$ cat config.mk
export PLATFORM = sky130hd
export DESIGN_NAME = ifid_queue
export DESIGN_NICKNAME = d
export VERILOG_FILES = /design/src/rtl/ifid_queue_pkg.sv /design/src/rtl/ifid_queue_fifo.sv /design/src/rtl/ifid_queue.sv
export SDC_FILE = /design/constraint.sdc
export NUM_CORES = 1
export LEC_CHECK = 0
export CORE_ASPECT_RATIO = 0.7
export CORE_MARGIN = 2
export CORE_UTILIZATION = 56
export DETAILED_ROUTE_END_ITERATION = 16
export GPL_TIMING_DRIVEN = 0
export PLACE_DENSITY = 0.89
export SYNTH_ARGS = -nofsm -noshare
export SYNTH_HDL_FRONTEND = slang
export SYNTH_SLANG_ARGS = --single-unit
$ cat constraint.sdc
create_clock -name clk -period 3.9 [get_ports clk]
set_input_delay 0.585 -clock clk [delete_from_list [all_inputs] [get_ports clk]]
set_output_delay 0.585 -clock clk [all_outputs]
set_load 0.02 [all_outputs]
$ cat src/rtl/ifid_queue_pkg.sv
// Shared pipeline definitions: bubble encoding, datapath width, IF/ID entry layout
// and the flush-over-stall priority rule used by every pipeline register stage.
// No logic state; pure types, constants and one decode helper.
package ifid_queue_pkg;

  localparam int XLEN = 32;

  // addi x0,x0,0 : the architectural bubble injected on flush and reset
  localparam logic [XLEN-1:0] NOP_INST = 32'h00000013;

  typedef struct packed {
    logic [XLEN-1:0] pc;
    logic [XLEN-1:0] inst;
  } ifid_entry_t;

  typedef enum logic [1:0] {
    ACT_ADVANCE = 2'd0,
    ACT_STALL   = 2'd1,
    ACT_FLUSH   = 2'd2
  } pipe_act_e;

  // A redirect always beats a downstream stall: wrong-path state must never be held.
  function automatic pipe_act_e pipe_action(input logic flush, input logic stall);
    if (flush) return ACT_FLUSH;
    if (stall) return ACT_STALL;
    return ACT_ADVANCE;
  endfunction

endpackage

$ cat src/rtl/ifid_queue_fifo.sv
// Circular buffer of {pc,inst} entries with simultaneous push/pop and synchronous clear.
// Latency: write visible at dout one edge after push into an empty buffer; dout is the head, combinational.
// Backpressure: none internally; the caller must not push when full unless it also pops.
module ifid_fifo
  import ifid_queue_pkg::*;
#(
  parameter int DEPTH = 4
) (
  input  logic                       clk,
  input  logic                       rst,
  input  logic                       push,
  input  logic                       pop,
  input  logic                       clear,
  input  ifid_entry_t                din,
  output ifid_entry_t                dout,
  output logic [$clog2(DEPTH):0]     count
);

  localparam int AW = $clog2(DEPTH);
  localparam int CW = AW + 1;

  ifid_entry_t   mem [DEPTH];
  logic [AW-1:0] head;
  logic [AW-1:0] tail;

  assign dout = mem[head];

  // Storage array; contents are only meaningful below count, so no reset is needed.
  always_ff @(posedge clk) begin
    if (push && !clear) begin
      mem[tail] <= din;
    end
  end

  // Pointers and occupancy; power-of-two depth lets the pointers wrap on their own.
  always_ff @(posedge clk or negedge rst) begin
    if (!rst) begin
      head  <= '0;
      tail  <= '0;
      count <= '0;
    end else if (clear) begin
      head  <= '0;
      tail  <= '0;
      count <= '0;
    end else begin
      if (push) tail <= tail + AW'(1);
      if (pop)  head <= head + AW'(1);
      count <= count + CW'(push) - CW'(pop);
    end
  end

endmodule

$ cat src/rtl/ifid_queue.sv
// IF->ID pipeline register with a skid FIFO absorbing ID stalls and dropping wrong-path words on redirect.
// Latency: 1 cycle when the FIFO is empty, 1 + count cycles otherwise.
// Backpressure: IF cannot be stalled; ID stall fills the FIFO, words arriving while full are dropped and flagged.
module ifid_queue
  import ifid_queue_pkg::*;
#(
  parameter int              DEPTH = 4,
  parameter logic [XLEN-1:0] NOP   = NOP_INST
) (
  input  logic            clk,
  input  logic            rst,
  input  logic [XLEN-1:0] IFID_d_inst,
  input  logic [XLEN-1:0] IFID_d_pc,
  input  logic            EXMEM_c_SelPC,
  input  logic            ID_c_stall,
  output logic [XLEN-1:0] ID_d_inst,
  output logic [XLEN-1:0] ID_d_pc,
  output logic            ID_c_valid,
  output logic            IF_c_full,
  output logic            ERR_c_overflow
);

  localparam int CW = $clog2(DEPTH) + 1;

  pipe_act_e       act;
  ifid_entry_t     if_entry;
  ifid_entry_t     fifo_dout;
  logic [CW-1:0]   fifo_count;
  logic            fifo_empty;
  logic            fifo_full;
  logic            push;
  logic            pop;
  logic            clear;
  logic            drop;

  assign if_entry   = '{pc: IFID_d_pc, inst: IFID_d_inst};
  assign fifo_empty = (fifo_count == '0);
  assign fifo_full  = (fifo_count == CW'(DEPTH));
  assign IF_c_full  = fifo_full;

  // Decide this edge's action and the FIFO push/pop that realise it.
  always_comb begin
    act   = pipe_action(EXMEM_c_SelPC, ID_c_stall);
    push  = 1'b0;
    pop   = 1'b0;
    drop  = 1'b0;
    clear = 1'b0;
    case (act)
      ACT_FLUSH: clear = 1'b1;
      ACT_STALL: begin
        push = !fifo_full;
        drop = fifo_full;
      end
      default: begin
        // Non-empty: head leaves, incoming joins the tail, occupancy unchanged.
        // Empty: incoming bypasses straight to the output register.
        pop  = !fifo_empty;
        push = !fifo_empty;
      end
    endcase
  end

  ifid_fifo #(.DEPTH(DEPTH)) u_fifo (
    .clk   (clk),
    .rst   (rst),
    .push  (push),
    .pop   (pop),
    .clear (clear),
    .din   (if_entry),
    .dout  (fifo_dout),
    .count (fifo_count)
  );

  // Output register to ID: bubble on flush, hold on stall, head-or-bypass on advance.
  always_ff @(posedge clk or negedge rst) begin
    if (!rst) begin
      ID_d_inst  <= NOP;
      ID_d_pc    <= '0;
      ID_c_valid <= 1'b0;
    end else begin
      case (act)
        ACT_FLUSH: begin
          ID_d_inst  <= NOP;
          ID_d_pc    <= '0;
          ID_c_valid <= 1'b0;
        end
        ACT_STALL: begin
          ID_d_inst  <= ID_d_inst;
          ID_d_pc    <= ID_d_pc;
          ID_c_valid <= ID_c_valid;
        end
        default: begin
          if (fifo_empty) begin
            ID_d_inst <= IFID_d_inst;
            ID_d_pc   <= IFID_d_pc;
          end else begin
            ID_d_inst <= fifo_dout.inst;
            ID_d_pc   <= fifo_dout.pc;
          end
          ID_c_valid <= 1'b1;
        end
      endcase
    end
  end

  // Sticky overflow flag; only reset clears it.
  always_ff @(posedge clk or negedge rst) begin
    if (!rst) begin
      ERR_c_overflow <= 1'b0;
    end else if (drop) begin
      ERR_c_overflow <= 1'b1;
    end
  end

endmodule

; After elaboration in Yosys (flattened, before gate mapping)
; Memory sizes are Yosys's and may differ from the RTL's.
; Cells that the tools add are included.
[op_classes]
eq_ne = 3
n_addsub = 4
div = 0
n_mul = 0
n_reduce_logical = 8
shift = 0
mux = 23
bitwise = 0
n_lt_le_gt_ge = 0
[ops]
columns = op, count
row1 = case mux 32 bit (2 select lines), 2
row2 = 2-to-1 mux 32 bit, 2
row3 = 2-to-1 mux 2 bit, 8
row4 = 2-to-1 mux 1 bit, 8
row5 = "adder 2 x 1 -> 2 bit, second input constant", 2
row6 = case mux 1 bit (2 select lines), 2
row7 = nonzero test 2 bit, 2
row8 = adder 3 x 1 -> 3 bit, 1
row9 = "equality test 3 bit, second input constant", 1
row10 = zero test 1 bit, 3
row11 = zero test 3 bit, 1
row12 = 2-to-1 mux 3 bit, 1
row13 = subtractor 3 x 1 -> 3 bit, 1
row14 = "equality test 2 x 1 -> 1 bit, second input constant", 1
row15 = "equality test 2 bit, second input constant", 1
row16 = OR reduction 2 bit, 1
row17 = logical AND 1 bit, 1
[word_totals]
ramBits = 256
word_cells = 46
output_inout_bits = 67
in_bits = 68
regBits = 73
memories = 1
romBits = 0
latchBits = 0
[memory_table]
columns = name, depth, width, read_ports, rd_ports_with_merged_regs, write_ports, line_no
row1 = u_fifo.mem, 4, 64, 1, 0, 1, ifid_queue_fifo.sv:22  ; ifid_entry_t mem [DEPTH];

; Longest topological paths before layout
[depth]
ltp_word = 10
depth_mapped = 11
ltp_nobuf = 10

; Hierarchy
; A second synthesis with hierarchy kept.
[unflattened]
hier_cells = 766
area_unflattened_um2 = 13754.4
[by_module_without_submodules]
columns = module, cells_each, area_per_inst_um2, n_inst, seq_area_each_um2
row1 = ifid_fifo, 372, 9688.0, 1, 7862.5
row2 = ifid_queue, 394, 4066.4, 1, 1655.3

; Least setup slack after synthesis
; OpenSTA, ideal clock, no wires.
[synth_timing]
path_kind = input port to flip-flop
startpoint = input ID_c_stall
endpoint = memory u_fifo.mem[0][0] (netlist bit), enable pin
setup_slack_ns = 0.749
arrival_time_ns = 2.722
n_path_buf = 1
setup_time_ns = 0.429
stages = 4
t_required_ns = 3.471
cell_sequence = buf_2 -> xnor2_1 -> a21oi_1 -> and2_1
[synth_via]
elab_chain_cells = 10
elab_cells_between_ends = 13
cone_classes = eq/ne (2) / mux (9) / reduce/logical (2)
[synth_rtl]
columns = element, line_no
row1 = start: declaration, ifid_queue.sv:15  ; input logic ID_c_stall,
row2 = 2-to-1 mux 1 bit (2 in series), ifid_queue_pkg.sv:25  ; if (stall) return ACT_STALL;
row3 = 2-to-1 mux 2 bit (*), ifid_queue_pkg.sv:26  ; return ACT_ADVANCE;
row4 = 2-to-1 mux 2 bit (*), ifid_queue_pkg.sv:25
row5 = equality test 2 bit, ifid_queue.sv:48  ; case (act)
row6 = 2-to-1 mux 1 bit, ifid_queue.sv:48
row7 = zero test 1 bit, ifid_queue_fifo.sv:30  ; if (push && !clear) begin
row8 = logical AND 1 bit (*), ifid_queue_fifo.sv:30
row9 = 2-to-1 mux 1 bit (*), ifid_queue_fifo.sv:30
row10 = 2-to-1 mux 1 bit (implied by the code) (*), ifid_queue_fifo.sv:31  ; mem[tail] <= din;
row11 = end: declaration, ifid_queue_fifo.sv:22
; Every way passes the cells marked *; elsewhere a longest branch is shown, timed or not. The select of a mux whose other input is x is not followed.

; Final worst setup path
[layout_timing]
startpoint = register u_fifo.count[1]
endpoint = register u_fifo.count[2]
[layout_via]
elab_chain_cells = 6
elab_cells_between_ends = 9
cone_classes = add/sub (2) / eq/ne (1) / mux (3) / reduce/logical (3)
[layout_rtl]
columns = element, line_no
row1 = start: declaration, ifid_queue_fifo.sv:16  ; output logic [$clog2(DEPTH):0] count
row2 = start signal: assignment, ifid_queue_fifo.sv:48  ; count <= count + CW'(push) - CW'(pop);
row3 = equality test 3 bit / zero test 3 bit (equally long branches), "ifid_queue.sv:38, ifid_queue.sv:37"
row4 = "zero test 1 bit, on equally long branches", "ifid_queue.sv:51, ifid_queue.sv:57, ifid_queue.sv:58"
row5 = case mux 1 bit (2 select lines), ifid_queue.sv:48
row6 = adder 3 x 1 -> 3 bit, ifid_queue_fifo.sv:48
row7 = subtractor 3 x 1 -> 3 bit (*), ifid_queue_fifo.sv:48
row8 = 2-to-1 mux 3 bit (*), ifid_queue_fifo.sv:41  ; end else if (clear) begin
; Every way passes the cells marked *; elsewhere a longest branch is shown, timed or not.
; A chain may end at the register's enable or synchronous reset.

==> tab_implementation.tex <==
\begin{tabular}{lr}
\hline
Metric & Value \\
\hline
\multicolumn{2}{l}{\textbf{Outcome}} \\
\quad Status & finished, final reports clean \\
\multicolumn{2}{l}{\textbf{Power and ir drop}} \\
\quad Tot Pwr & a little over 0.01 W \\
\quad Clock network power share & $\sim$29\% \\
\quad Reg power frac & a little under half \\
\quad Worst ir drop on vdd & $\sim$0.4 mV \\
\quad Internal power & 0.00740 W \\
\quad Leakage component of the power & around 5.4 nW \\
\quad P per Cell Area & roughly 660 nW/um2 \\
\quad Switching power & about 0.0028 W \\
\quad Gate power share & 24.7\% \\
\quad Share of total power consumed by net switching & 27.3\% \\
\multicolumn{2}{l}{\textbf{STA}} \\
\quad Setup violators final & 0 \\
\quad Top achievable clock speed & roughly 350 MHz \\
\quad Setup repair after global routing missed its margin & no \\
\quad Final slew viol count & 0 \\
\quad Min cycle time layout & between 2 and 3 ns \\
\quad Maximum clock skew at final layout & 0.00737 ns \\
\quad Fin. Hold Viols & 0 \\
\quad Worst Tran Pin Value & 0.684 ns \\
\quad Period utilization & roughly three quarters \\
\quad Normalized max-slew margin & roughly 54\% \\
\quad Worst Hold Slack & 0.356 ns \\
\multicolumn{2}{l}{\textbf{CTS}} \\
\quad Number of clock buffers inserted by TritonCTS & 29 \\
\quad Clock slew at the register clock pins of the worst setup and hold paths & 0.06 ns \\
\quad H-tree Lvls & 1 \\
\quad Count of buffers added by post-CTS timing repair for setup & 0 \\
\quad Clk buf depth & 3 \\
\quad Clock tree from TritonCTS & done \\
\quad Root buffer cell & sky130\_fd\_sc\_hd\_\_clkbuf\_16 \\
\quad Resized Gates After CTS & 0 \\
\quad Skew-Pair Late Insertion Delay & between 0.5 and 0.6 ns \\
\quad Clock sink count & 329 \\
\multicolumn{2}{l}{\textbf{Floorplanning}} \\
\quad I/O Pins & about 140 \\
\quad Core Footprint & around 22000 um2 \\
\quad Starting density of the core & approximately 58\% \\
\quad Die Outline Area & 23700 um2 \\
\quad Site row count & 45 \\
\quad Die outline width & between 150 and 200 um \\
\quad Die height & between 100 and 150 um \\
\multicolumn{2}{l}{\textbf{Finish}} \\
\quad Syn-to-layout area delta & 22.1\% \\
\quad Area of all placed cells without fillers & roughly 15000 um2 \\
\quad Final net count & about 860 \\
\quad Total of fill cells in the finished design & around 1300 \\
\quad Antenna diode instance count & 0 \\
\quad Fraction of final layout cells with drive strength greater than 1 & a little under a fifth \\
\multicolumn{2}{l}{\textbf{GRT}} \\
\quad Met1 Usage GRT & a little over a third \\
\quad Wire length of the first global-routing pass & around 42 mm \\
\quad Met2 track demand over resource in global routing & a little under two fifths \\
\quad Global-route track usage on met3 & 4.36\% \\
\quad Busiest metal layer after global routing & met2 \\
\quad Maximum number of pins on one net before global-route repair & 60 \\
\quad Number of global-route vias before repair & 7169 \\
\quad Grt total ovfl & 0 \\
\quad Global router's overall resource usage & approximately a quarter \\
\quad Antenna violations before repair & 1 \\
\multicolumn{2}{l}{\textbf{Yosys}} \\
\quad Main synth FF type & sky130\_fd\_sc\_hd\_\_edfxtp\_1 \\
\quad Mean instance size in the synthesized netlist & just over 20 um2 \\
\quad Area contributors post-synth & sky130\_fd\_sc\_hd\_\_edfxtp\_1 (61\%), sky130\_fd\_sc\_hd\_\_dfrtp\_1 (14\%), sky130\_fd\_sc\_hd\_\_mux4\_2 (11\%), sky130\_fd\_sc\_hd\_\_a221o\_1 (4.9\%), sky130\_fd\_sc\_hd\_\_and2\_1 (3.3\%) \\
\quad Post-synth top area cell & sky130\_fd\_sc\_hd\_\_edfxtp\_1 \\
\quad Net Count, Synth & just under 700 \\
\quad Synth cell count leaders & sky130\_fd\_sc\_hd\_\_edfxtp\_1 (256), sky130\_fd\_sc\_hd\_\_dfrtp\_1 (70), sky130\_fd\_sc\_hd\_\_and2\_1 (67) \\
\quad Number of synthesized register bits & around 330 \\
\quad Number of cells produced by synthesis & roughly 600 \\
\quad Seq/Total Area, Yosys & about three quarters \\
\quad Number of synthesis warnings & 0 \\
\quad Count of cell types in the netlist & 31 \\
\quad Number of enable-type register cells in the synthesized netlist & between 200 and 300 \\
\quad Synth top area share & between 60\% and 70\% \\
\quad Most common cell in the netlist & sky130\_fd\_sc\_hd\_\_edfxtp\_1 \\
\quad Mapped Area & between 10000 and 15000 um2 \\
\quad Ys async rst share & between 20 and 25\% \\
\multicolumn{2}{l}{\textbf{Worst hold path}} \\
\quad Startpoint of the worst hold path & ID\_c\_stall \\
\quad Worst min-delay path endpoint & ID\_c\_valid \\
\quad Hold Path Stages & 2 \\
\quad Hold Path Class & in -> reg \\
\multicolumn{2}{l}{\textbf{Route}} \\
\quad Total wirelength of the detailed-routed design & $\sim$27 mm \\
\quad Detailed-route wire length per cell & between 20 and 25 um \\
\quad Iteration count of the initial detailed-routing pass & 5 \\
\quad Detailed-route vias per instance & approximately 6.2 \\
\quad Number of design rule violations left after detail routing & 0 \\
\quad Number of routed nets with antenna violations & 0 \\
\quad Number of violations reported at the end of detailed-routing iteration 0 & 688 \\
\quad Total vias in the final route & 6732 \\
\multicolumn{2}{l}{\textbf{Setup path}} \\
\quad Number of cells on the worst reg-to-reg path & 11 \\
\quad WP data arrival & around 3.3 ns \\
\quad Sort of element at the start of the critical path & flop \\
\quad Crit Path Max Fanout & 10 \\
\quad RR Startpoint & u\_fifo.count[1] \\
\quad Type of element capturing the critical path & flop \\
\quad Launch point of the worst path & u\_fifo.count[1] \\
\quad Critical register-to-register path endpoint & u\_fifo.count[2] \\
\quad Slack of the worst reg-to-reg path & between 1 and 1.5 ns \\
\quad Path type of the worst setup path & reg -> reg \\
\quad Critical path required time & roughly 4.3 ns \\
\multicolumn{2}{l}{\textbf{Place}} \\
\quad Routability congestion estimate & $\sim$0.76 \\
\quad Placed inst area & 14400 um2 \\
\quad Dpl hpwl & between 15 and 20 mm \\
\quad Total of buffers placed on input and output ports & 133 \\
\multicolumn{2}{l}{\textbf{Flow run}} \\
\quad Maximum Capacitance Violations & 0 \\
\hline
\end{tabular}
timing repair:
action | in CTS | in global routing
hold endpoints to repair | 14 | 0
endpoints found under the setup margin | 0 | 0
hold buffers | 1 | 0
power by group through the flow:
stage | clock [W] | combinational [W] | sequential (W)
floorplan | 0 | 0.00128 | 0.00499
global placement | 0 | 0.00237 | 0.00480
detailed placement | 0 | 0.00252 | 0.00480
CTS | 0.00296 | 0.00255 | 0.00474
global route | 0.00309 | 0.00270 | 0.00479
finish | 0.00293 | 0.00251 | 0.00474
metrics by stage:
step	setup TNS [ns]	setup slack, ns	std cells	utilization, %
after floorplan	0	0.749	611	-
final	0	1.01	1085	70.3
after global routing	0	0.822	1085	70.3
after global placement	-212.33	-0.670	1026	65.3
after CTS	0	1.03	1085	70.3
after detailed placement	0	0.545	1031	65.8
cell usage in the layout (no fill, tap or decap), types with 2 or more instances in the layout:
cell and n:
sky130_fd_sc_hd__edfxtp_1 256, sky130_fd_sc_hd__clkdlybuf4s50_1 132, sky130_fd_sc_hd__dfrtp_1 70, sky130_fd_sc_hd__mux4_2 64, sky130_fd_sc_hd__and2_1 63, sky130_fd_sc_hd__a221o_1 61
sky130_fd_sc_hd__clkbuf_16 29, sky130_fd_sc_hd__clkbuf_1 19, sky130_fd_sc_hd__inv_1 16, sky130_fd_sc_hd__buf_2 14, sky130_fd_sc_hd__buf_12 8, sky130_fd_sc_hd__clkinv_2 8
sky130_fd_sc_hd__a21oi_1 6, sky130_fd_sc_hd__ha_1 6, sky130_fd_sc_hd__buf_1 5, sky130_fd_sc_hd__and2_4 4, sky130_fd_sc_hd__bufinv_16 4, sky130_fd_sc_hd__clkbuf_8 4
sky130_fd_sc_hd__dfstp_2 3, sky130_fd_sc_hd__nor2_1 3, sky130_fd_sc_hd__a222oi_1 3, sky130_fd_sc_hd__nor3_1 2, sky130_fd_sc_hd__nor2b_1 2, sky130_fd_sc_hd__buf_4 2
sky130_fd_sc_hd__a21o_1 2, sky130_fd_sc_hd__nand3_1 2
critical path, cell delays in order, from the launching register on:
cell	delay [ns]
sky130_fd_sc_hd__dfrtp_1	0.45
sky130_fd_sc_hd__nor3_2	0.11
sky130_fd_sc_hd__nor3_1	0.17
sky130_fd_sc_hd__clkbuf_1	0.52
sky130_fd_sc_hd__ha_1	0.35
sky130_fd_sc_hd__inv_1	0.06
sky130_fd_sc_hd__ha_1	0.14
sky130_fd_sc_hd__inv_1	0.06
sky130_fd_sc_hd__fa_1	0.40
sky130_fd_sc_hd__xor2_1	0.17
sky130_fd_sc_hd__and2_1	0.17
sky130_fd_sc_hd__nor3_1	0.19
sequential cells by signal (all words and copies together), names as in the netlist:
name / flops
ERR_c_overflow: 1
ID_c_valid: 1
ID_d_inst: 32
ID_d_pc: 32
u_fifo.count: 3
u_fifo.head: 2
u_fifo.mem: 256
u_fifo.tail: 2
how the worst max path moves through the flow:
stage / cells past startpoint / to
2_1_floorplan: 4 / u_fifo.mem[0][0]
5_1_grt: 11 / u_fifo.count[2]
6_report: 11 / u_fifo.count[2]
3_5_place_dp: 11 / u_fifo.count[2]
4_1_cts: 11 / u_fifo.count[2]
3_3_place_gp: 1 / ID_d_inst[28]
cell families after synthesis:
logic type	Yosys count	synth area share (%)
AOI/OAI and AO/OA	75	5.63
xor gates and xnor gates	2	0.139
adders and majority gates	7	0.756
buffers and inverters	54	2.36
DFF	329	75.7
muxes	64	11.5
and+or+nand+nor	80	3.93
layer usage:
metal,part of all wire (%),up-vias
met3,7.0,36
met1,43,3567
met4,1.7,0
li1,-,2841
met2,48,288
met5,0,-
cell type report:
cell class	count	area, um2	area share, %
Buffer	38	236	1.54
Clock buffer	39	803	5.23
Clock inverter	14	171	1.12
Inverter	16	60.1	0.391
Multi-Input combinational cell	228	2770	18.0
Sequential cell	329	9520	62.0
Tap cell	282	353	2.30
Timing Repair Buffer	139	1450	9.42
Note: power is estimated with default switching activity, not from simulation.
